`config.mk`:
```
export PLATFORM = sky130hd
export DESIGN_NAME = mcu_el2_dccm_zeroize
export DESIGN_NICKNAME = d
export VERILOG_FILES = /design/src/rtl/mcu_el2_dccm_zeroize.sv
export SDC_FILE = /design/constraint.sdc
export NUM_CORES = 1
export LEC_CHECK = 0
export ABC_CLOCK_PERIOD_IN_PS = 2330
export CAP_MARGIN = 5
export CORE_AREA = 2 2 287 289
export DETAILED_ROUTE_END_ITERATION = 6
export DIE_AREA = 0 0 289 291
export PLACE_DENSITY = 0.38
export SYNTH_ARGS = -nofsm -noshare
export SYNTH_HDL_FRONTEND = slang
export SYNTH_SLANG_ARGS = --single-unit
```
`constraint.sdc`:
```
create_clock -name clk -period 2.33 [get_ports clk]
set_clock_uncertainty 0.1 [all_clocks]
set_input_delay 0.3495 -clock clk [delete_from_list [all_inputs] [get_ports clk]]
set_output_delay 0.3495 -clock clk [all_outputs]
set_load 0.02 [all_outputs]
```
`src/rtl/mcu_el2_dccm_zeroize.sv`:
```
// mcu_el2_dccm_zeroize: zero-fills every DCCM row with INIT_ECC after reset or on request, then passes core accesses straight through
// Ports:
//   clk, rst                    clock and synchronous active-high reset
//   zeroize_req                 single-cycle request to re-run the zero-fill pass
//   init_busy, init_done        pass in progress / last pass completed
//   core_access_err             registered pulse: the core enabled a bank while a pass was running
//   core_*                      per-bank DCCM request from the core and read data back to it
//   sram_*                      per-bank DCCM request to the macros and read data from them
module mcu_el2_dccm_zeroize #(
  parameter int NUM_BANKS = 4,
  parameter int ADDR_W = 10,
  parameter int DATA_W = 32,
  parameter int ECC_W = 7,
  parameter logic [ECC_W-1:0] INIT_ECC = '0
) (
  input  logic                        clk,
  input  logic                        rst,
  input  logic                        zeroize_req,
  output logic                        init_busy,
  output logic                        init_done,
  output logic                        core_access_err,
  input  logic [NUM_BANKS-1:0]        core_clken,
  input  logic [NUM_BANKS-1:0]        core_wren,
  input  logic [NUM_BANKS*ADDR_W-1:0] core_addr,
  input  logic [NUM_BANKS*DATA_W-1:0] core_wr_data,
  input  logic [NUM_BANKS*ECC_W-1:0]  core_wr_ecc,
  output logic [NUM_BANKS*DATA_W-1:0] core_dout,
  output logic [NUM_BANKS*ECC_W-1:0]  core_ecc,
  output logic [NUM_BANKS-1:0]        sram_clken,
  output logic [NUM_BANKS-1:0]        sram_wren,
  output logic [NUM_BANKS*ADDR_W-1:0] sram_addr,
  output logic [NUM_BANKS*DATA_W-1:0] sram_wr_data,
  output logic [NUM_BANKS*ECC_W-1:0]  sram_wr_ecc,
  input  logic [NUM_BANKS*DATA_W-1:0] sram_dout,
  input  logic [NUM_BANKS*ECC_W-1:0]  sram_ecc
);
  typedef enum logic {INIT, PASS} state_e;
  state_e state_q, state_d;
  logic [ADDR_W-1:0] cnt_q, cnt_d;
  logic init_done_q, init_done_d, err_q, err_d;
  assign init_busy = state_q == INIT;
  assign init_done = init_done_q;
  assign core_access_err = err_q;
  always_comb begin
    state_d = state_q;
    cnt_d = cnt_q;
    init_done_d = init_done_q;
    err_d = |core_clken & init_busy & ~rst;
    if (init_busy) begin
      // a request mid-pass restarts from row 0 and beats completion on the last row
      cnt_d = zeroize_req ? '0 : cnt_q + 1'b1;
      if (!zeroize_req && &cnt_q) begin
        state_d = PASS;
        init_done_d = 1'b1;
      end
    end else if (zeroize_req) begin
      state_d = INIT;
      cnt_d = '0;
      init_done_d = 1'b0;
    end
  end
  always_ff @(posedge clk) begin
    if (rst) begin
      state_q <= INIT;
      cnt_q <= '0;
      init_done_q <= 1'b0;
      err_q <= 1'b0;
    end else begin
      state_q <= state_d;
      cnt_q <= cnt_d;
      init_done_q <= init_done_d;
      err_q <= err_d;
    end
  end
  // read data arriving in the first busy cycle belongs to a pre-zeroize read and is squashed too
  always_comb begin
    sram_clken = rst ? '0 : init_busy ? '1 : core_clken;
    sram_wren = rst ? '0 : init_busy ? '1 : core_wren;
    sram_addr = init_busy ? {NUM_BANKS{cnt_q}} : core_addr;
    sram_wr_data = init_busy ? '0 : core_wr_data;
    sram_wr_ecc = init_busy ? {NUM_BANKS{INIT_ECC}} : core_wr_ecc;
    core_dout = init_busy ? '0 : sram_dout;
    core_ecc = init_busy ? '0 : sram_ecc;
  end
endmodule
```
**Yosys cells after proc, flatten, opt, wreduce, memory -nomap -nowiden**

Cells that the tools add are included.

- Output and inout bits: 363
- Bits in registers: 13
- Input port bits: 363
- Logic and storage cells: 34

- Reduce and logical (&&, ||, !) cells: 6
- Mux-type cells: 18
- Eq/ne operators: 1
- Bitwise logic cells: 4
- Add/subtract/negate cells: 1

Operators by type and width:

| kind | count |
|---|---|
| $mux W128 | 2 |
| $mux W28 | 2 |
| $mux W40 | 1 |
| $mux W10 | 3 |
| $mux W4 | 4 |
| $add A10 B1 Y10 const B | 1 |
| $reduce_and A10 Y1 | 1 |
| $mux W1 | 6 |
| $reduce_or A4 Y1 | 1 |
| $and A1 B1 Y1 | 2 |
| $ne A2 B2 Y1 const B | 1 |
| $not A1 Y1 | 2 |
| $reduce_and A2 Y1 | 1 |
| $reduce_bool A2 Y1 | 1 |
| $logic_and A1 B1 Y1 | 1 |
| $logic_not A1 Y1 | 1 |

**Logic depth before layout (Yosys ltp)**

- Word-level depth: 4
- Gate-level depth with buffers: 5
- Gate-level depth less buffers: 4

**Worst setup path after synthesis**

Ideal clock, no wire load.

- Path type: flip-flop to output port
- From: register state_q
- To: output port sram_addr[18]
- Arrival: 1340 ps
- Cell stages (with the launch flop): 6
- Path buffers: 2
- Data required time: 1881 ps
- Slack: 541 ps
- Cells stage by stage: dfxtp_1 > buf_2 > clkinv_1 > clkbuf_1 > nand2_1 > nand2_1

- Cells in the longest elaborated chain, start to end: 1

Ends and longest elaborated chain:

| what | RTL line | text |
|---|---|---|
| start: declaration | 38 | `state_e state_q, state_d;` |
| start signal: assignment | 69 | `state_q <= state_d;` |
| $mux W40 | 79 | `sram_addr = init_busy ? {NUM_BANKS{cnt_q}} : core_addr;` |
| end: declaration | 31 | `output logic [NUM_BANKS*ADDR_W-1:0] sram_addr,` |

No other way between the ends.

**Final worst setup path**

- From: register state_q
- To: output port core_dout[16]

- Cells in the longest elaborated chain, start to end: 1

Ends and longest elaborated chain:

| what | RTL line | text |
|---|---|---|
| $mux W128 | 82 | `core_dout = init_busy ? '0 : sram_dout;` |
| end: declaration | 27 | `output logic [NUM_BANKS*DATA_W-1:0] core_dout,` |

No other way between the ends.

==> reports/qor.txt <==
Delay-heaviest family, CP: buffers and inverters
Ports: 726
Number of global-route vias before repair: 6630
CTS sink count: 13
DR vias/cell: 2.83
Crit end category: primary output
Async SR Flop Fraction: 0%
Full die area: 84100 µm²
Worst setup SP type: flip-flop
Post-synthesis sequential area ratio: 8.44%
Starting density of the core: 3.80%
Max Fclk: 0.439 GHz
Finished Cell Area: 12700 µm²
Max Cap Violations: 0
Number of remaining DRC errors: 0
Top-count cell post-synth: and2_1
Final Cycle Share: 97.8%
Run status: finished clean
Hold buffers post-CTS: 0
Leakage: 0.00673 µW
Final Power: 1270 µW
Hold WS: 0.402 ns
WS Path Type: reg2out
Synth top area share: 63.3%
Worst slew pin tran: 0.471 ns
Mapped Area: 3080 µm²
Max-slew headroom: 68.3%
Final Max Slew Viols: 0
CP Data Required Time: 1.88 ns
First-pass GRT wire length: 63900 µm
WL per Instance: 22.1 µm
Post-synth top area cell: and2_1
Share of layout cells above drive strength 1: 11.5%
Vias: 6515
Fillcell total: 9230
Final non-filler cell total: 2303
TritonCTS buffer count: 3
Worst hold path class: reg2reg
Mapped Avg Cell Area: 6.00 µm²
Yosys cell types: 30
DRT Pass-1 Iters: 4
CP arrival: 1.83 ns
Ys flop type: dfxtp_1
Largest net degree at the start of global routing: 61
Syn Nets: 878
Root cell of the clock tree: clkbuf_16
Ys Warns: 0
Worst-path clk slew: 0.06 ns
CP max-delay cell: clkdlybuf4s50_1
Clock Tree Buf Depth: 2
ANT nets after route: 0
Crit path max fanout: 29
Crit-path cells: buf_4, buf_16, and2_1, clkdlybuf4s50_1
H-Tree Depth: 1
Grt total ovfl: 0
Layout Nets: 1588
CTS tree: built
Largest cells by area after synthesis: and2_1 (63%), nand2_1 (11%), dfxtp_1 (8.4%)
GRT Total Usage: 11.4%
Commonest cells in the synthesized netlist: and2_1 (312), nand2_1 (92), clkbuf_1 (38)
Die Ht: 291 µm
Initial antenna violation count: 75
Final setup fails: 0
Crit path largest cell delay: 0.62 ns
Rows: 105
Power Density: 99.9 nW/µm²
Cells after DPL: 2285
Placer Congestion: 0.837
Routed WL: 50900 µm
RSZ-0062 raised after global routing: yes
Placed Area: 12400 µm²
Synthesized flop and latch total: 13
Synth Instances: 514
Layout area overhead: 312%
Post-synth EDFFs: 0
Chip Width: 289 µm
Clk_lat worst skew: 0.25 ns
DR iter-0 viols: 136
PortBufs: 725
DP HPWL: 46600 µm
Core area: 81200 µm²
Hold Vio Cnt, Final: 0
Fin crit period: 2.28 ns
Worst VDD drop: 197 µV
CP bufs+invs: 3
## cell families after synthesis
| kind of cell | share of synthesized area [%] |
|---|---|
| and+or+nand+nor | 79.6 |
| buffers and inverters | 5.80 |
| AOI/OAI and AO/OA | 4.54 |
| DFF | 8.44 |
| xor gates and xnor gates | 0.852 |
| muxes | 0.325 |
| adders and majority gates | 0.406 |
## power breakdown
group / switching [µW] / internal [µW] / leakage [µW]
Sequential: 3.41 / 224 / 0.000106
Combinational: 134 / 557 / 0.00658
Clock: 119 / 232 / 0.0000382
## registers in the layout (all words and copies together), names as in the netlist
signal           count
cnt_q               10
core_access_err      1
init_done            1
state_q              1
## area by class of cell
class | count | area, µm² | area share (%)
clock buffers | 4 | 78.8 | 0.620
well taps | 1070 | 1340 | 10.5
repair buffers | 747 | 8330 | 65.5
inverters | 5 | 23.8 | 0.187
flip-flops and latches | 13 | 264 | 2.08
diodes | 10 | 25.0 | 0.197
multi-input cells | 454 | 2660 | 20.9
## placed cells by master (no fill, tap or decap), types with 3 or more instances in the layout
master and count:
or4_1 3, inv_1 3, buf_4 45, nand3_1 3
clkbuf_16 3, clkdlybuf4s50_1 443, buf_16 3, dlymetal6s2s_1 86
and2_1 312, o31ai_1 3, buf_12 78, o21a_1 9
diode_2 10, dlygate4sd2_1 89, a21oi_1 6, nand2_1 90
nor2_1 5, dfxtp_1 12
## path summary, 6_finish.rpt
check	startpoint	endpoint	slack [ns]	cells past startpoint
setup / recovery	state_q	core_dout[16]	0.05	4
hold reg to reg	init_done	init_done	0.40	1
hold / removal	init_done	init_done	0.40	1
setup reg to reg	state_q	cnt_q[8]	0.59	5
## layer usage
metal	GRT usage, %	wire (µm)	up-vias
met5	0	555	-
met4	0.415	258	90
met3	10.5	10300	109
met2	18.1	22200	456
met1	11.5	17600	2868
li1	-	-	2992
## repair_timing
| action | in CTS | in global routing |
|---|---|---|
| hold endpoints to repair | 0 | 0 |
| gates cloned | 2 | 0 |
| setup endpoints to repair | 104 | 86 |
| setup buffers | 2 | 0 |
| gates resized for setup | 98 | 88 |
## metrics by stage
stage | worst slack, ns | util [%] | setup TNS [ns]
finish | 0.0524 | 15.7 | 0
global route | -0.00926 | 15.6 | -0.0117
CTS | -0.0145 | 15.3 | -0.0746
detailed placement | 0.102 | 15.2 | 0
global placement | 0.0914 | 15.2 | 0
floorplan | 0.541 | - | 0
## worst register-to-register path, stage by stage (launching register included)
cell	delay [ns]
dfxtp_4	0.36
buf_12	0.16
buf_4	0.20
nand4b_4	0.22
or4_1	0.49
a21oi_1	0.14
Note: power is estimated with default switching activity, not from simulation.
